==> src/rtl/snd_dma_addr.sv <==
// Sound DMA address stage.
//
// Holds the CPU-programmed frame start/end registers and runs the word address
// counter that feeds the MCU control block. The counter advances once per sound
// load strobe; at frame end it either reloads (repeat mode) or stops.
//
// Ports:
//   clk32      system clock, all state changes on the rising edge
//   por        synchronous active-high reset
//   reg_wr     one-cycle CPU register write strobe
//   reg_rd     one-cycle CPU register read strobe
//   reg_idx    register select: 0-2 start H/M/L, 3-5 counter H/M/L, 6-8 end H/M/L
//   din        CPU write data
//   dout       CPU read data (registered, holds between reads)
//   sndon      DMA enable bit
//   sfrep      repeat mode
//   sload      one-cycle enable per fetched sound word
//   snd        current word address (byte address bits 21:1)
//   sft        active (shadowed) frame end address
//   frame_end  one-cycle pulse when a frame completes
//   stop       one-cycle pulse requesting the enable bit be cleared
//   running    high while the counter is running
//
// Build option: define SND_CNT_READ_EN to make the counter readable at
// indices 3-5; otherwise those indices read as zero.
//
// Only the frame end needs a shadow copy: frame begin and reload always take
// the live start register, so a start shadow would have no consumer.

module snd_dma_addr #(
  parameter int unsigned     AW         = 21,
  parameter logic [AW-1:0]   RESET_ADDR = '0
) (
  input  logic          clk32,
  input  logic          por,
  input  logic          reg_wr,
  input  logic          reg_rd,
  input  logic [3:0]    reg_idx,
  input  logic [7:0]    din,
  output logic [7:0]    dout,
  input  logic          sndon,
  input  logic          sfrep,
  input  logic          sload,
  output logic [AW-1:0] snd,
  output logic [AW-1:0] sft,
  output logic          frame_end,
  output logic          stop,
  output logic          running
);

  typedef enum logic [1:0] {StIdle, StLoad, StRun} state_e;

  state_e        state_q, state_d;
  logic [AW-1:0] start_q, start_d;
  logic [AW-1:0] end_q, end_d;
  logic [AW-1:0] end_sh_q, end_sh_d;
  logic [AW-1:0] snd_q, snd_d;
  logic [7:0]    dout_q, dout_d;
  logic          frame_end_q, frame_end_d;
  logic          stop_q, stop_d;
  logic          sndon_q;
  logic [7:0]    rd_data;

  // Byte lanes are defined on the byte address: H = [21:16], M = [15:8], L = [7:1].
  function automatic logic [AW-1:0] put_byte(input logic [AW-1:0] addr,
                                              input logic [1:0]    sel,
                                              input logic [7:0]    data);
    logic [23:0] b;
    b       = '0;
    b[AW:1] = addr;
    case (sel)
      2'd0:    b[21:16] = data[5:0];
      2'd1:    b[15:8]  = data;
      default: b[7:1]   = data[7:1];
    endcase
    return b[AW:1];
  endfunction

  function automatic logic [7:0] get_byte(input logic [AW-1:0] addr, input logic [1:0] sel);
    logic [23:0] b;
    b       = '0;
    b[AW:1] = addr;
    case (sel)
      2'd0:    return {2'b00, b[21:16]};
      2'd1:    return b[15:8];
      default: return {b[7:1], 1'b0};
    endcase
  endfunction

  // CPU register writes; counter and undefined indices are not writable.
  always_comb begin
    start_d = start_q;
    end_d   = end_q;
    if (reg_wr) begin
      case (reg_idx)
        4'd0, 4'd1, 4'd2: start_d = put_byte(start_q, reg_idx[1:0], din);
        4'd6:             end_d   = put_byte(end_q, 2'd0, din);
        4'd7:             end_d   = put_byte(end_q, 2'd1, din);
        4'd8:             end_d   = put_byte(end_q, 2'd2, din);
        default: ;
      endcase
    end
  end

  // CPU read mux.
  always_comb begin
    rd_data = 8'h00;
    case (reg_idx)
      4'd0, 4'd1, 4'd2: rd_data = get_byte(start_q, reg_idx[1:0]);
`ifdef SND_CNT_READ_EN
      4'd3:             rd_data = get_byte(snd_q, 2'd0);
      4'd4:             rd_data = get_byte(snd_q, 2'd1);
      4'd5:             rd_data = get_byte(snd_q, 2'd2);
`endif
      4'd6:             rd_data = get_byte(end_q, 2'd0);
      4'd7:             rd_data = get_byte(end_q, 2'd1);
      4'd8:             rd_data = get_byte(end_q, 2'd2);
      default: ;
    endcase
    dout_d = reg_rd ? rd_data : dout_q;
  end

  // Counter state machine. Frame begin and reload read start_q/end_q before any
  // same-cycle CPU write lands, so a write takes effect at the next frame begin.
  always_comb begin
    state_d     = state_q;
    snd_d       = snd_q;
    end_sh_d    = end_sh_q;
    frame_end_d = 1'b0;
    stop_d      = 1'b0;
    case (state_q)
      StIdle: begin
        if (sndon && !sndon_q) state_d = StLoad;
      end
      StLoad: begin
        snd_d    = start_q;
        end_sh_d = end_q;
        state_d  = StRun;
      end
      StRun: begin
        if (!sndon) begin
          state_d = StIdle;
        end else if (sload) begin
          if (snd_q != end_sh_q) begin
            snd_d = snd_q + 1'b1;
          end else if (sfrep) begin
            snd_d       = start_q;
            end_sh_d    = end_q;
            frame_end_d = 1'b1;
          end else begin
            frame_end_d = 1'b1;
            stop_d      = 1'b1;
            state_d     = StIdle;
          end
        end
      end
      default: state_d = StIdle;
    endcase
  end

  always_ff @(posedge clk32) begin
    // Tracks the raw input even in reset so edge detection means "previous cycle".
    sndon_q <= sndon;
    if (por) begin
      state_q     <= StIdle;
      start_q     <= RESET_ADDR;
      end_q       <= RESET_ADDR;
      end_sh_q    <= RESET_ADDR;
      snd_q       <= RESET_ADDR;
      dout_q      <= 8'h00;
      frame_end_q <= 1'b0;
      stop_q      <= 1'b0;
    end else begin
      state_q     <= state_d;
      start_q     <= start_d;
      end_q       <= end_d;
      end_sh_q    <= end_sh_d;
      snd_q       <= snd_d;
      dout_q      <= dout_d;
      frame_end_q <= frame_end_d;
      stop_q      <= stop_d;
    end
  end

  assign dout      = dout_q;
  assign snd       = snd_q;
  assign sft       = end_sh_q;
  assign frame_end = frame_end_q;
  assign stop      = stop_q;
  assign running   = (state_q == StRun);

endmodule
==> config.mk <==
export PLATFORM = sky130hd
export DESIGN_NAME = snd_dma_addr
export DESIGN_NICKNAME = d
export VERILOG_FILES = /design/src/rtl/snd_dma_addr.sv
export SDC_FILE = /design/constraint.sdc
export NUM_CORES = 1
export LEC_CHECK = 0
export ABC_AREA = 1
export BUFFER_PORTS_ARGS = -buffer_cell sky130_fd_sc_hd__buf_2
export CORE_MARGIN = 4
export CORE_UTILIZATION = 50
export DETAILED_ROUTE_END_ITERATION = 7
export GPL_TIMING_DRIVEN = 0
export PLACE_DENSITY = 0.81
export REMOVE_ABC_BUFFERS = 1
export SLEW_MARGIN = 25
export SYNTH_ARGS = -nofsm -noshare
export SYNTH_HDL_FRONTEND = slang
export SYNTH_SLANG_ARGS = --single-unit
==> constraint.sdc <==
create_clock -name clk32 -period 3.2 [get_ports clk32]
set_input_delay 0.32 -clock clk32 [delete_from_list [all_inputs] [get_ports clk32]]
set_output_delay 0.32 -clock clk32 [all_outputs]
set_load 0.05 [all_outputs]
Word level (Yosys, flattened, before mapping)
Cells that the tools add are included.
{"block": "classes", "reduce_logical": 19, "muxes": 21, "n_bitwise": 7, "eq_ne": 18, "addsub": 1}
{"operator": "2-to-1 mux 21 bit", "n": 8}
{"operator": "one-hot mux 21 bit (2 select lines)", "n": 2}
{"operator": "one-hot mux 21 bit (3 select lines)", "n": 1}
{"operator": "one-hot mux 8 bit (4 select lines)", "n": 1}
{"operator": "adder 21 x 1 -> 21 bit (second input constant)", "n": 1}
{"operator": "!= test 21 bit", "n": 1}
{"operator": "AND reduction 4 bit", "n": 5}
{"operator": "one-hot mux 8 bit (2 select lines)", "n": 1}
{"operator": "2-to-1 mux 2 bit", "n": 5}
{"operator": "!= test 2 bit (second input constant)", "n": 5}
{"operator": "!= test 3 bit (second input constant)", "n": 3}
{"operator": "AND reduction 3 bit", "n": 3}
{"operator": "equality test 4 x 3 -> 1 bit (second input constant)", "n": 2}
{"operator": "inverter 1 bit", "n": 7}
{"operator": "one-hot mux 2 bit (3 select lines)", "n": 1}
{"operator": "AND reduction 5 bit", "n": 1}
{"operator": "OR reduction 5 bit", "n": 1}
{"operator": "equality test 2 x 1 -> 1 bit (second input constant)", "n": 2}
{"operator": "equality test 4 x 1 -> 1 bit (second input constant)", "n": 1}
{"operator": "equality test 4 x 2 -> 1 bit (second input constant)", "n": 1}
{"operator": "equality test 4 bit (second input constant)", "n": 1}
{"operator": "logical NOT 2 bit", "n": 2}
{"operator": "logical NOT 4 bit", "n": 1}
{"operator": "OR reduction 4 bit", "n": 1}
{"operator": "8 further kinds", "n": 9}
{"block": "totals", "in_bits": 19, "word_cells": 79, "regBits": 97, "output_inout_bits": 53}

Longest topological paths before layout
{"block": "depth", "word_depth": 5, "depth_mapped": 14, "mapped_depth_nobuf": 13}

Least setup slack after synthesis
Ideal clock, no wire load.
{"block": "synth_timing", "path_type": "register -> register", "start": "register snd_q[0] (netlist: snd[0])", "end": "register snd_q[16] (netlist: snd[16])", "stages_incl_launch_ff": 11, "slack_ns": 1.153, "required_ns": 3.068, "period_less_slack_ns": 2.047, "path_buffers": 0, "setup_ns": 0.132, "arrival_ns": 1.914, "cell_sequence": "dfxtp_1 > ha_1 > nand3_1 > inv_1 > nand2_1 > nor2_1 > nand3_1 > nand2_1 > nand3_1 > nand3_1 > a21oi_1"}
{"block": "synth_between", "elab_chain_len": 5, "word_cells_on_any_way": 8, "cone_classes": "add/sub (1); eq/ne (2); mux (4); reduce/logical (1)"}
{"item": "start, declared", "line_no": "57", "text": "logic [AW-1:0] snd_q, snd_d;"}
{"item": "start signal, assigned", "line_no": "178", "text": "snd_q <= snd_d;"}
{"item": "adder 21 x 1 -> 21 bit / != test 21 bit (equally long branches)", "line_no": "145, 144"}
{"item": "2-to-1 mux 21 bit", "line_no": "144", "text": "if (snd_q != end_sh_q) begin"}
{"item": "2-to-1 mux 21 bit", "line_no": "143", "text": "end else if (sload) begin"}
{"item": "2-to-1 mux 21 bit", "line_no": "141", "text": "if (!sndon) begin"}
{"item": "one-hot mux 21 bit (2 select lines)", "line_no": "131", "text": "case (state_q)"}
Parallel ways exist; a longest one is shown, timed or not. The select of a mux whose other input is x is not followed.
A chain may end at the register's enable or synchronous reset.

Worst setup path in the final report
{"block": "layout_timing", "start": "register snd_q[0] (netlist: snd[0])", "end": "register end_sh_q[14] (netlist: sft[14])"}
{"block": "layout_between", "elab_chain_len": 3}
{"item": "!= test 21 bit", "line_no": "144"}
{"item": "!= test 2 bit (no line)"}
{"item": "AND reduction 5 bit (no line)"}
{"item": "end signal, assigned", "line_no": "177", "text": "end_sh_q <= end_sh_d;"}
{"item": "end, declared", "line_no": "56", "text": "logic [AW-1:0] end_sh_q, end_sh_d;"}
No other way between the ends.

==> results.md <==
* CTS Sinks at 97
* H-tree depth at 3
* GRT Util Overall at 24.05%
* Drt first pass iters at 5
* Commonest non-fill, non-tap cell in the layout: nand2_1
* Worst setup SP type: flip-flop
* Synth Cell Area at 4918 um2
* CP endpoint kind: flip-flop
* Layout net count at 815
* RePlAce Congestion at 0.9595
* Post-synth EDFFs at 0
* Adder-cell share of the synthesized area at 1.272%
* Worst path cell trace: inv_2 -> nand2_1 -> nand2_1 -> nor2_1 -> nand2_1 -> nor2_2 -> nand3_4 -> nand2_4 -> nand2_4 -> o21ai_0 -> a21oi_1
* Fin crit period at 2.741 ns
* Final worst setup slack at 0.4590 ns
* Vias at 5009
* Fillers at 914
* Post-Synth Simple-Gate Area at 25.79%
* Commonest non-fill, non-tap cells in the layout: nand2_1 (161), dfxtp_1 (97), inv_1 (88)
* Clock Pin Slew Worst Setup and Hold Paths at 0.10 ns
* Largest net degree at the start of global routing at 52
* Largest family of logic cells by synthesized area: simple AND/OR/NAND/NOR gates
* Synth Register Bits at 97
* Achievable frequency at 364.8 MHz
* Detail Placement HPWL at 10060 um
* CTS tree: yes
* DR iter-0 viols at 445
* Vias in the first global route at 4536
* CP arrival at 2.99 ns
* IO Port Bufs at 71
* Finish-stage setup viols at 0
* First-pass GRT wire length at 22220 um
* Worst IR drop on VDD at 0.4394 mV
* Clk_skew at 0.009652 ns
* Final WL at 13860 um
* Hold slack at 0.08822 ns
* N_diodes at 0
* Yosys warning count at 0
* Mean routed wirelength per cell at 14.98 um
* Unrepaired setup endpoints after global routing: no
* Initial core utilization at 52.24%
* Syn Inst Count at 740
* CTS Hold Bufs at 0
* Initial antenna violation count at 0
* Max Slew Vio Count at 0
* Row count at 35
* CP peak stage delay at 0.65 ns
* Area Overhead vs Synth at 11.85%
* Post-Place Setup Slack at 0.1983 ns
* Slowest-stage cell, CP: dfxtp_1
* Seq/Total Area, Yosys at 39.48%
* Post-synthesis xor/xnor area fraction at 2.493%
* CP dominant cell by count: nand2_1
* DR DRC count at 0
* P_leak at 2.301 nW
* Critical path fanouts, max at 39
* Die W at 107.2 um
* Mux share of post-synthesis cell area at 0%
* IO Pins at 72
* Clk_lat worst skew at 0.37 ns
* MaxCap Viol Count at 0
* Clock Root Buffer: clkbuf_8
* TritonCTS Buffers at 9
* Synth cell types at 31
* Worst EP required at 3.45 ns
* Actual slew at the worst max-slew pin at 1.052 ns
* Layout cells sized above 1 at 13.57%
* Ys async rst share at 0%
* Synthesized area per cell at 6.647 um2
* Grt ovf at 0
* Synth Flop Type: dfxtp_1
* Status: complete, no violations
* Post-synthesis compound-gate area fraction at 19.92%
* TNS Setup at 0 ns
* Max Buffers Root-to-Sink at 2
* Worst hold path class: in -> reg
* Chip height at 107.2 um
* Cell Pwr Density at 949.0 nW/um2
* Vias per cell at 5.415
* Core Box Area at 9415 um2
* Setup CP Type: reg -> reg
* Relative slew margins at 29.78%
* Hold Fails Final Rpt at 0
* Final Cycle Share at 85.66%
* Die area at 11490 um2
* Post-route ant nets at 0
-- report_power, final --
group	switching, W	internal (W)
Clock	0.000442	0.000386
Combinational	0.00200	0.000698
Sequential	0.000256	0.00144
Total	0.00270	0.00252
-- timing repair --
item / in CTS / in global routing
resized for setup: 0 / 2
setup buffers: 0 / 0
endpoints found under the setup margin: 0 / 2
-- per-stage QoR --
step	area [um2]	power (W)	util, %	cells
global placement	5279	0.004319	56.07	908
global route	5502	0.005530	58.43	925
CTS	5497	0.005197	58.38	925
detailed placement	5300	0.004382	56.29	909
finish	5502	0.005221	58.43	925
floorplan	4762	0.003668	-	708
-- synth_stat cells, types with 6 or more instances --
cell	instances	share of area (%)
a21oi_1	82	8.3
buf_2	8	0.81
clkbuf_1	20	1.5
dfxtp_1	97	39
inv_1	88	6.7
inv_2	13	0.99
nand2_1	161	12
nand3_1	45	4.6
nand3b_1	6	0.92
nor2_1	75	5.7
o21ai_0	83	8.4
o22ai_1	13	1.7
xor2_1	11	2.0
-- path summary, 6_finish.rpt --
kind / end / cells past startpoint / start / slack (ns)
worst max register to register: sft[14]$_SDFFE_PP0P_ / 11 / snd[0]$_SDFFE_PP0P_ / 0.46
worst min register to register: end_q[19]$_SDFFE_PP0P_ / 2 / end_q[19]$_SDFFE_PP0P_ / 0.47
worst min-delay path: sndon_q$_DFF_P_ / 1 / sndon / 0.09
worst max-delay path: sft[14]$_SDFFE_PP0P_ / 11 / snd[0]$_SDFFE_PP0P_ / 0.46
-- worst max-delay path, delay by kind of cell (launching register included) --
kind	cells	cell delay [ns]
AO/OA/AOI/OAI	2	0.53
buffers and inverters	1	0.04
flip-flops	1	0.65
AND/OR/NAND/NOR	8	1.39
-- routing by layer --
metal  global-route usage, %  up-vias  routed length (um)
met4                   7.854        0                 225
met2                   38.07      217                6234
li1                        -     2486                   -
met1                   33.83     2286                6175
met3                   3.070       20                1224
met5                       0        -                   0
-- state kept, by name (all words and copies together) (netlist names) --
signal / cells
dout: 8
sft: 21
start_q: 21
snd: 21
frame_end: 1
end_q: 21
state_q: 2
stop: 1
sndon_q: 1
-- final cells by class --
cell class                 count  area (um2)  share of cell area, %
timing repair buffer          72       375.4                  6.823
multi-input combinational    508        2439                  44.33
tap                          129       161.4                  2.934
inverter                     103       387.9                  7.050
clock buffer                  12       145.1                  2.638
clock inverter                 4       51.30                 0.9325
sequential                    97        1942                  35.30
-- kinds of logic (layout without fill, tap and decap cells) --
logic type                 after synthesis  count (layout)
AOI/OAI and AO/OA                      186             186
xor gates and xnor gates                14              14
adders and majority gates                5               5
buffers and inverters                  135             191
DFF                                     97              97
and+or+nand+nor                        303             303
Note: power is estimated with default switching activity, not from simulation.
